`src/rtl/nibble_alu_sequencer.sv`:
```
// ----------------------------------------------------------------------------
// nibble_alu_sequencer
//
// Multi-cycle 8-bit ADD / SUB / NEG / PASS controller that time-shares one
// external 4-bit carry-lookahead adder slice. Every operation makes two adder
// passes: low nibble first, then high nibble, with the inter-nibble carry held
// in a register between them. The block owns the start/busy/done handshake,
// operand conditioning (one's complement plus carry-in for SUB and NEG),
// result assembly and the status flags.
//
// Ports
//   clk       in   1  rising-edge clock
//   rst_n     in   1  asynchronous active-low reset
//   start     in   1  request pulse, sampled only while idle
//   op        in   2  00 ADD a+b, 01 SUB a-b, 10 NEG -a, 11 PASS a
//   a, b      in   8  operands, latched on an accepted start
//   busy      out  1  high from the cycle after acceptance until done falls
//   done      out  1  one-cycle pulse; result and flags valid from here on
//   result    out  8  registered result, held until the next done
//   carry     out  1  high-nibble carry-out (SUB/NEG: 1 = no borrow)
//   overflow  out  1  two's-complement signed overflow
//   zero      out  1  result == 0
//   add_a     out  4  shared adder operand A
//   add_b     out  4  shared adder operand B
//   add_cin   out  1  shared adder carry-in
//   add_sum   in   4  shared adder sum (combinational, same cycle)
//   add_cout  in   1  shared adder carry-out
//
// Timing: accept at edge E0, LO after E0, HI after E1, DONE after E2, idle
// again after E3. One operation per four cycles.
// ----------------------------------------------------------------------------
module nibble_alu_sequencer (
    input  logic       clk,
    input  logic       rst_n,
    input  logic       start,
    input  logic [1:0] op,
    input  logic [7:0] a,
    input  logic [7:0] b,
    output logic       busy,
    output logic       done,
    output logic [7:0] result,
    output logic       carry,
    output logic       overflow,
    output logic       zero,
    output logic [3:0] add_a,
    output logic [3:0] add_b,
    output logic       add_cin,
    input  logic [3:0] add_sum,
    input  logic       add_cout
);

    typedef enum logic [1:0] {
        OP_ADD  = 2'b00,
        OP_SUB  = 2'b01,
        OP_NEG  = 2'b10,
        OP_PASS = 2'b11
    } op_e;

    typedef enum logic [1:0] {
        S_IDLE = 2'b00,
        S_LO   = 2'b01,
        S_HI   = 2'b10,
        S_DONE = 2'b11
    } state_e;

    state_e     state_q;
    state_e     state_d;

    op_e        op_sel;

    // Effective operands and carry-in, conditioned from the raw inputs.
    logic [7:0] x_d;
    logic [7:0] y_d;
    logic       c0_d;

    // Latched effective operands; raw inputs are free to change after accept.
    logic [7:0] x_q;
    logic [7:0] y_q;
    logic       c0_q;

    // Low-nibble partial result and the carry handed to the high pass.
    logic [3:0] res_lo_q;
    logic       cy_q;

    logic       accept;
    logic [7:0] sum_full;

    assign op_sel   = op_e'(op);
    assign accept   = (state_q == S_IDLE) && start;
    assign sum_full = {add_sum, res_lo_q};

    // ------------------------------------------------------------------------
    // Operand conditioning. Subtraction is x + ~y + 1; negation is 0 + ~a + 1.
    // ------------------------------------------------------------------------
    always_comb begin
        // NOTE: every signal driven here gets a default first, so no path
        // through the case can leave one unassigned and infer a latch.
        x_d  = a;
        y_d  = b;
        c0_d = 1'b0;
        case (op_sel)
            OP_ADD: begin
                x_d  = a;
                y_d  = b;
                c0_d = 1'b0;
            end
            OP_SUB: begin
                x_d  = a;
                y_d  = ~b;
                c0_d = 1'b1;
            end
            OP_NEG: begin
                x_d  = 8'h00;
                y_d  = ~a;
                c0_d = 1'b1;
            end
            OP_PASS: begin
                x_d  = a;
                y_d  = 8'h00;
                c0_d = 1'b0;
            end
            default: begin
                x_d  = a;
                y_d  = b;
                c0_d = 1'b0;
            end
        endcase
    end

    // ------------------------------------------------------------------------
    // Next-state logic and adder drive. The adder ports decode straight from
    // state and latched operands so the adder sees them a full cycle ahead of
    // the capturing edge; they are zero whenever no pass is in progress.
    // ------------------------------------------------------------------------
    always_comb begin
        state_d = state_q;
        add_a   = 4'h0;
        add_b   = 4'h0;
        add_cin = 1'b0;
        case (state_q)
            S_IDLE: begin
                if (start) begin
                    state_d = S_LO;
                end
            end
            S_LO: begin
                add_a   = x_q[3:0];
                add_b   = y_q[3:0];
                add_cin = c0_q;
                state_d = S_HI;
            end
            S_HI: begin
                add_a   = x_q[7:4];
                add_b   = y_q[7:4];
                add_cin = cy_q;
                state_d = S_DONE;
            end
            S_DONE: begin
                state_d = S_IDLE;
            end
            default: begin
                state_d = S_IDLE;
            end
        endcase
    end

    // ------------------------------------------------------------------------
    // State register and handshake outputs. busy and done are registered from
    // the next state so they come out of flops rather than decode.
    // ------------------------------------------------------------------------
    always_ff @(posedge clk or negedge rst_n) begin
        if (!rst_n) begin
            state_q <= S_IDLE;
            busy    <= 1'b0;
            done    <= 1'b0;
        end else begin
            // NOTE: sequential state uses non-blocking assignments so every
            // flop samples the pre-edge values regardless of statement order.
            state_q <= state_d;
            busy    <= (state_d != S_IDLE);
            done    <= (state_d == S_DONE);
        end
    end

    // ------------------------------------------------------------------------
    // Datapath: operand latch, low-nibble capture, result and flag capture.
    // ------------------------------------------------------------------------
    always_ff @(posedge clk or negedge rst_n) begin
        if (!rst_n) begin
            // NOTE: the operand and partial-result registers are reset along
            // with the outputs so the adder ports stay at a known value and a
            // reset mid-operation leaves nothing stale behind.
            x_q      <= 8'h00;
            y_q      <= 8'h00;
            c0_q     <= 1'b0;
            res_lo_q <= 4'h0;
            cy_q     <= 1'b0;
            result   <= 8'h00;
            carry    <= 1'b0;
            overflow <= 1'b0;
            zero     <= 1'b0;
        end else begin
            if (accept) begin
                x_q  <= x_d;
                y_q  <= y_d;
                c0_q <= c0_d;
            end

            if (state_q == S_LO) begin
                res_lo_q <= add_sum;
                cy_q     <= add_cout;
            end

            if (state_q == S_HI) begin
                result   <= sum_full;
                carry    <= add_cout;
                // Signed overflow: like-signed effective operands producing a
                // sum of the opposite sign.
                overflow <= (x_q[7] == y_q[7]) && (add_sum[3] != x_q[7]);
                zero     <= (sum_full == 8'h00);
            end
        end
    end

endmodule

```
`config.mk`:
```
export PLATFORM = sky130hd
export DESIGN_NAME = nibble_alu_sequencer
export DESIGN_NICKNAME = d
export VERILOG_FILES = /design/src/rtl/nibble_alu_sequencer.sv
export SDC_FILE = /design/constraint.sdc
export NUM_CORES = 1
export LEC_CHECK = 0
export CORE_ASPECT_RATIO = 0.6
export CORE_MARGIN = 2
export CORE_UTILIZATION = 30
export DETAILED_ROUTE_END_ITERATION = 8
export DONT_BUFFER_PORTS = 1
export GPL_TIMING_DRIVEN = 0
export PLACE_DENSITY_LB_ADDON = 0.05
export REMOVE_ABC_BUFFERS = 1
export SYNTH_ARGS = -nofsm -noshare
export SYNTH_HDL_FRONTEND = slang
export SYNTH_SLANG_ARGS = --single-unit
```
`constraint.sdc`:
```
create_clock -name clk -period 1.6 [get_ports clk]
set_input_delay 0.4 -clock clk [delete_from_list [all_inputs] [get_ports clk]]
set_output_delay 0.4 -clock clk [all_outputs]
set_load 0.03 [all_outputs]
```
==> results of run 1 <==
-- cell type report --
cell class | instances | share of cell area
Clock buffer | 5 | 0.0305
Clock inverter | 3 | 0.00777
Inverter | 21 | 0.0361
Multi-Input combinational cell | 95 | 0.398
Sequential cell | 37 | 0.411
Tap cell | 80 | 0.0444
Timing Repair Buffer | 15 | 0.0721
-- metrics by stage --
step / setup TNS, ns / total power [mW] / utilization / area, um2 / setup slack [ns]
after global routing: -3.17 / 5.56 / 0.395 / 2250 / -0.365
after floorplan: -2.02 / 3.20 / - / 1750 / -0.290
final: -2.62 / 5.24 / 0.395 / 2250 / -0.298
after detailed placement: -9.79 / 3.58 / 0.325 / 1850 / -0.607
after global placement: -9.09 / 3.54 / 0.325 / 1850 / -0.586
after CTS: -2.81 / 5.17 / 0.391 / 2230 / -0.324
-- power breakdown --
group	switching (mW)	leakage [nW]	internal, mW
logic	1.20	0.507	1.34
registers	0.639	0.450	1.41
clock network	0.351	0.0439	0.301
total	2.19	1.00	3.05
-- routing by layer --
metal | up-vias | share of wire | global-route usage
met3 | 4 | 0.052 | 0.0469
met1 | 641 | 0.52 | 0.205
met5 | - | 0 | 0
li1 | 597 | - | -
met2 | 33 | 0.43 | 0.202
met4 | 0 | 0.0046 | 0.0507
-- worst paths after layout --
check	start	end	slack, ns	cells past startpoint
worst min register to register	x_q[2]	x_q[2]	0.49	2
worst max-delay path	state_q[0]	add_a[1]	-0.30	5
worst max register to register	state_q[1]	res_lo_q[2]	0.05	6
min in group asynchronous	rst_n	result[1]	0.55	2
max in group asynchronous	rst_n	state_q[1]	0.84	2
worst min-delay path	add_cout	cy_q	0.25	1
-- cell usage in the layout (no fill, tap or decap), types with 2 or more instances in the layout --
master    count
buf_12        2
ha_1          4
inv_1        16
nor2b_4       9
nor2_1        4
mux2_2       15
buf_4         6
nand2_1       8
clkinv_2      2
a21oi_1      11
clkinv_1      3
a22oi_1       4
ha_4          4
o31ai_1       8
clkbuf_8      5
a22oi_2       5
a221o_1       8
a22o_1        8
buf_6         6
dfrtp_1      36
-- flip-flops by register name (all words and copies together) (netlist names) --
name and cells:
done 1, cy_q 1, y_q 8, res_lo_q 4, carry 1, result 8, state_q 2, x_q 8
c0_q 1, zero 1, overflow 1, busy 1
-- worst max-delay path, delay by kind of cell (launching register included) --
kind | cells | cell delay [ns]
buffers and inverters | 3 | 0.31
adder cells (fa/ha/maj) | 1 | 0.28
flip-flops | 1 | 0.37
AND/OR/NAND/NOR | 1 | 0.25
-- cells in the mapped netlist, drive strengths merged --
master   n
nor2b    9
inv     18
nand4b   1
buf      8
nor3     1
nor4     1
dfrtp   37
clkbuf   2
ha       8
a21oi   11
a22oi    9
o31ai    8
o21ai    1
mux2    15
and3b    1
clkinv   3
a22o     8
nor2     4
a221o    8
nand2    9
or2      1
-- cells by family (layout without fill, tap and decap cells) --
| kind of cell | count (synthesis) | in the layout | synth area share |
|---|---|---|---|
| buffers and inverters | 31 | 44 | 0.0754 |
| AOI/OAI and AO/OA | 45 | 45 | 0.187 |
| DFF | 37 | 37 | 0.512 |
| muxes | 15 | 15 | 0.0934 |
| adders and majority gates | 8 | 8 | 0.0553 |
| and+or+nand+nor | 27 | 27 | 0.0775 |
-- what timing repair did --
action | 4_1_cts | 5_1_grt
setup buffers | 12 | 2
hold endpoints to repair | 37 | 0
setup endpoints to repair | 40 | 14
resized for setup | 41 | 5
pin swaps | 2 | 2
hold buffers | 2 | 0
==> flow_summary.toml, run 1 <==
[sta]
fin_crit_ns = 1.90
rsz0062_at_grt = "yes"
setup_violations = 9
finalHoldWorstSlack_ns = 0.251
tightest_slew_ns = 0.574
period_share = 1.19
fmax_mhz = 527
skew_ns = 0.00749
timing.final.ws_setup_ns = -0.298
finalHoldViolations = 0
final_max_slew_viol_count = 0
slew_headroom = 0.617

[grt]
grt_pass1_vias = 1275
track_usage = 0.144
grt_max_degree = 38
overflow = 0
grt_pass1_wl_mm = 7.14
antenna_found_initial = 0

[floorplan]
die_y_um = 64.2
initial_core_util = 0.317
ios = 48
coreArea_mm2 = 0.00570
die_area_mm2 = 0.00669
num_rows = 21
die_x_um = 104

[outcome]
violations = "negative setup slack"
status = "finished, violations left"

[route]
wl_per_cell_um = 17.8
finalWirelength_mm = 4.55
vias_per_cell = 4.98
drtIter0Drc = 69
drc_errors = 0
drtPass1Iterations = 4
via_count = 1275
postRouteAntennaNets = 0

[setup_path]
crit_type = "register to output pin"
crit_required_ns = 1.20
cp_max_fo = 4
cpMaxStageDelayCell = "dfrtp_1"
slowest_delay_ns = 0.37
crit_chain = "inv_2, buf_6, ha_4, buf_6, nor2b_4"
critPathLaunchType = "register"
end_kind = "output pin"
critPathMostFrequentCell = "buf_6"
cp_data_arrival_time_ns = 1.50

[synthesis]
synth_cells = 163
synth.yosys.seq_area_share = 0.512
synth.top_cells.by_area = "dfrtp_1 51%, mux2_2 9.3%, ha_1 5.5%"
yosys.area.top_type = "dfrtp_1"
yosysUniqueCellTypes = 24
syn_area_per_cell_um2 = 11.1
syn-cell-area_mm2 = 0.00181
synth_top_area_frac = 0.512
ys_warn_count = 0
synth_seq_cells = 37

[clocking]
clk_pin_slew_ns = 0.08
clock_path_buffers = 2
cts_made_buffers = 5
cts_tree = "done"
cts_root_buffer = "clkbuf_8"
clkSinkCount = 37
h-tree-depth = 2
clock_latency_ns = 0.29

[placed_design]
port_buffers = 0
dp.cells = 233
gp_congestion = 0.725
hpwl_mm = 2.84

[layout]
fillCellCount = 562
n_antenna_cell = 0
fin_cells = 256
syn_to_final_growth_pct = 24.6
ff_latch_area_um2 = 927
fin_nets = 209
multi_input_area_um2 = 897
drive_gt1_frac = 0.335

[pwr]
p_leak_nw = 1.00
ir_drop_mv = 0.631
p_per_area_mw_per_mm2 = 2320

[hold_path]
hp-class = "input port to register"

[flow_run]
maxCapViolations = 0
Power figures use the tool's default switching activity.
==> run 2: changes to the inputs <==
--- a/config.mk
+++ b/config.mk
@@ -11,7 +11,6 @@
 export DETAILED_ROUTE_END_ITERATION = 8
 export DONT_BUFFER_PORTS = 1
 export GPL_TIMING_DRIVEN = 0
-export PLACE_DENSITY_LB_ADDON = 0.05
 export REMOVE_ABC_BUFFERS = 1
 export SYNTH_ARGS = -nofsm -noshare
 export SYNTH_HDL_FRONTEND = slang
==> run 2 against run 1 <==
The flow still finishes with violations (negative setup slack). Clock skew decreased by 0.0011 ns. Cell area grew 2.2%. Count of clock-buffer cells in the layout is 2 higher. Core utilization grew 0.88 points. Sequential power barely moved. Clock power grew 0.6%. Wire length shrank 1.0%. Cell count grew 0.78%. Worst setup slack worse by 0.014 ns. Worst hold slack better by 0.0058 ns. Combinational power increased by 2%. Largest power group unchanged.
==> flow_summary.toml, run 2 (same netlist as run 1, synthesis figures left out) <==
[outcome]
status = "finished, violations left"
violations = "negative setup slack"

[sta]
rsz0062_at_grt = "yes"
period_share = 1.19
tightest_slew_ns = 0.535
finalSetupTns_ns = -2.70
fmax_mhz = 523
skew_ns = 0.00642
slew_headroom = 0.644
final_max_slew_viol_count = 0
timing.final.ws_setup_ns = -0.312
finalHoldViolations = 0
fin_crit_ns = 1.91
setup_violations = 9

[layout]
fin_util = 0.404
n_antenna_cell = 0
fin_nets = 212
fillCellCount = 564
fin_cells = 258
ff_latch_area_um2 = 927
design_area_mm2 = 0.00230
drive_gt1_frac = 0.360
syn_to_final_growth_pct = 27.4
reg_top3 = "result x8, x_q x8, y_q x8"
multi_input_area_um2 = 917
layout_common_cells = "36 x dfrtp_1, 16 x inv_1, 15 x mux2_2"
final_common_cell = "dfrtp_1"

[route]
drtPass1Iterations = 4
postRouteAntennaNets = 0
finalWirelength_mm = 4.50
wl_per_cell_um = 17.5
drtIter0Drc = 60
drc_errors = 0
vias_per_cell = 4.95
via_count = 1278

[setup_path]
crit_required_ns = 1.20
r2r_cells = 6
r2r_setup_slack_ns = 0.06
cp_data_arrival_time_ns = 1.51
crit_type = "register to output pin"
cp_max_fo = 5
r2r_start = "state_q[0]"
critPathLaunchType = "register"
worstReg2RegEnd = "result[4]"
end_kind = "output pin"

[clocking]
cts_tree = "done"
cts_root_buffer = "clkbuf_8"
clkSinkCount = 37
clock_path_buffers = 2
clk_pin_slew_ns = 0.07
h-tree-depth = 2
cts_made_buffers = 5
clock_latency_ns = 0.28

[floorplan]
coreArea_mm2 = 0.00570
die_x_um = 104
ios = 48
num_rows = 21
initial_core_util = 0.317
die_y_um = 64.2
die_area_mm2 = 0.00669

[placed_design]
dp.cells = 233
port_buffers = 0
gp_congestion = 0.769
hpwl_mm = 2.77
dp_slack_ns = -0.663
dpl_cell_area_mm2 = 0.00185

[pwr]
ir_drop_mv = 0.593
swShare = 0.406
comb_power_share = 0.488
seq_power_share = 0.389
p_sw_mw = 2.17
internal-power_mw = 3.17
p_per_area_mw_per_mm2 = 2310
p_leak_nw = 1.02
pwr-share-clk = 0.123

[hold_path]
hp-class = "input port to register"
worstHoldEndpoint = "x_q[7]"
min_from = "a[7]"
min_path_cells = 2

[grt]
track_usage = 0.143
grt_pass1_wl_mm = 7.32
grt_max_degree = 38
overflow = 0
grt_pass1_vias = 1292
antenna_found_initial = 0

[flow_run]
maxCapViolations = 0
## run 2: cell count changes in the layout (fill, tap and decap cells not counted)
cell	delta
clkbuf_8	+1
inv_4	-1
buf_6	-4
a22oi_2	+4
a22oi_1	-4
clkinv_2	-2
inv_2	+1
clkinvlp_4	-1
buf_4	+5
buf_12	+2
clkbuf_1	+1
## run 2: layout make-up
type | instances | share of cell area
inverter | 21 | 0.0342
clock buffer | 7 | 0.0375
multi-input combinational | 95 | 0.398
sequential | 37 | 0.402
tap | 80 | 0.0434
timing repair buffer | 18 | 0.0847
## run 2: power groups by stage
stage / combinational [mW] / clock (mW) / sequential [mW]
after floorplan: 1.26 / 0 / 1.94
after global placement: 1.51 / 0 / 2.02
after detailed placement: 1.53 / 0 / 2.03
after CTS: 2.51 / 0.675 / 2.07
after global routing: 2.81 / 0.720 / 2.14
final: 2.60 / 0.656 / 2.07
## run 2: metrics by stage
stage / power [mW] / hold WS [ns]
CTS: 5.25 / 0.257
floorplan: 3.20 / 0.104
finish: 5.33 / 0.257
global route: 5.67 / 0.252
detailed placement: 3.57 / 0.105
global placement: 3.53 / 0.106
## run 2: critical path, cell delays in order (launching register included)
cell and delay [ns]:
dfrtp_1 0.38, inv_2 0.07, buf_6 0.13, ha_4 0.28, buf_12 0.11, nor2b_4 0.26
## run 2: layer usage
metal / global-route usage / vias up / part of all wire
li1: - / 602 / -
met5: 0 / - / 0
met3: 0.0571 / 2 / 0.070
met2: 0.199 / 38 / 0.40
met4: 0.0253 / 0 / 0.0071
met1: 0.210 / 636 / 0.52
## run 2: worst max path at each step
stage	slack (ns)	to	from
finish	-0.31	add_a[2]	state_q[0]
global route	-0.36	add_a[2]	state_q[0]
CTS	-0.28	add_a[2]	state_q[0]
detailed placement	-0.66	add_a[2]	state_q[0]
global placement	-0.62	add_a[2]	state_q[0]
floorplan	-0.29	add_a[2]	state_q[0]
## run 2: what timing repair did
item                       CTS  global route
resized for setup           47             0
setup endpoints to repair   40             9
pin swaps                    2             1
hold endpoints to repair    37             0
hold buffers                 2             0
setup buffers               14             2
cloned                       0             0
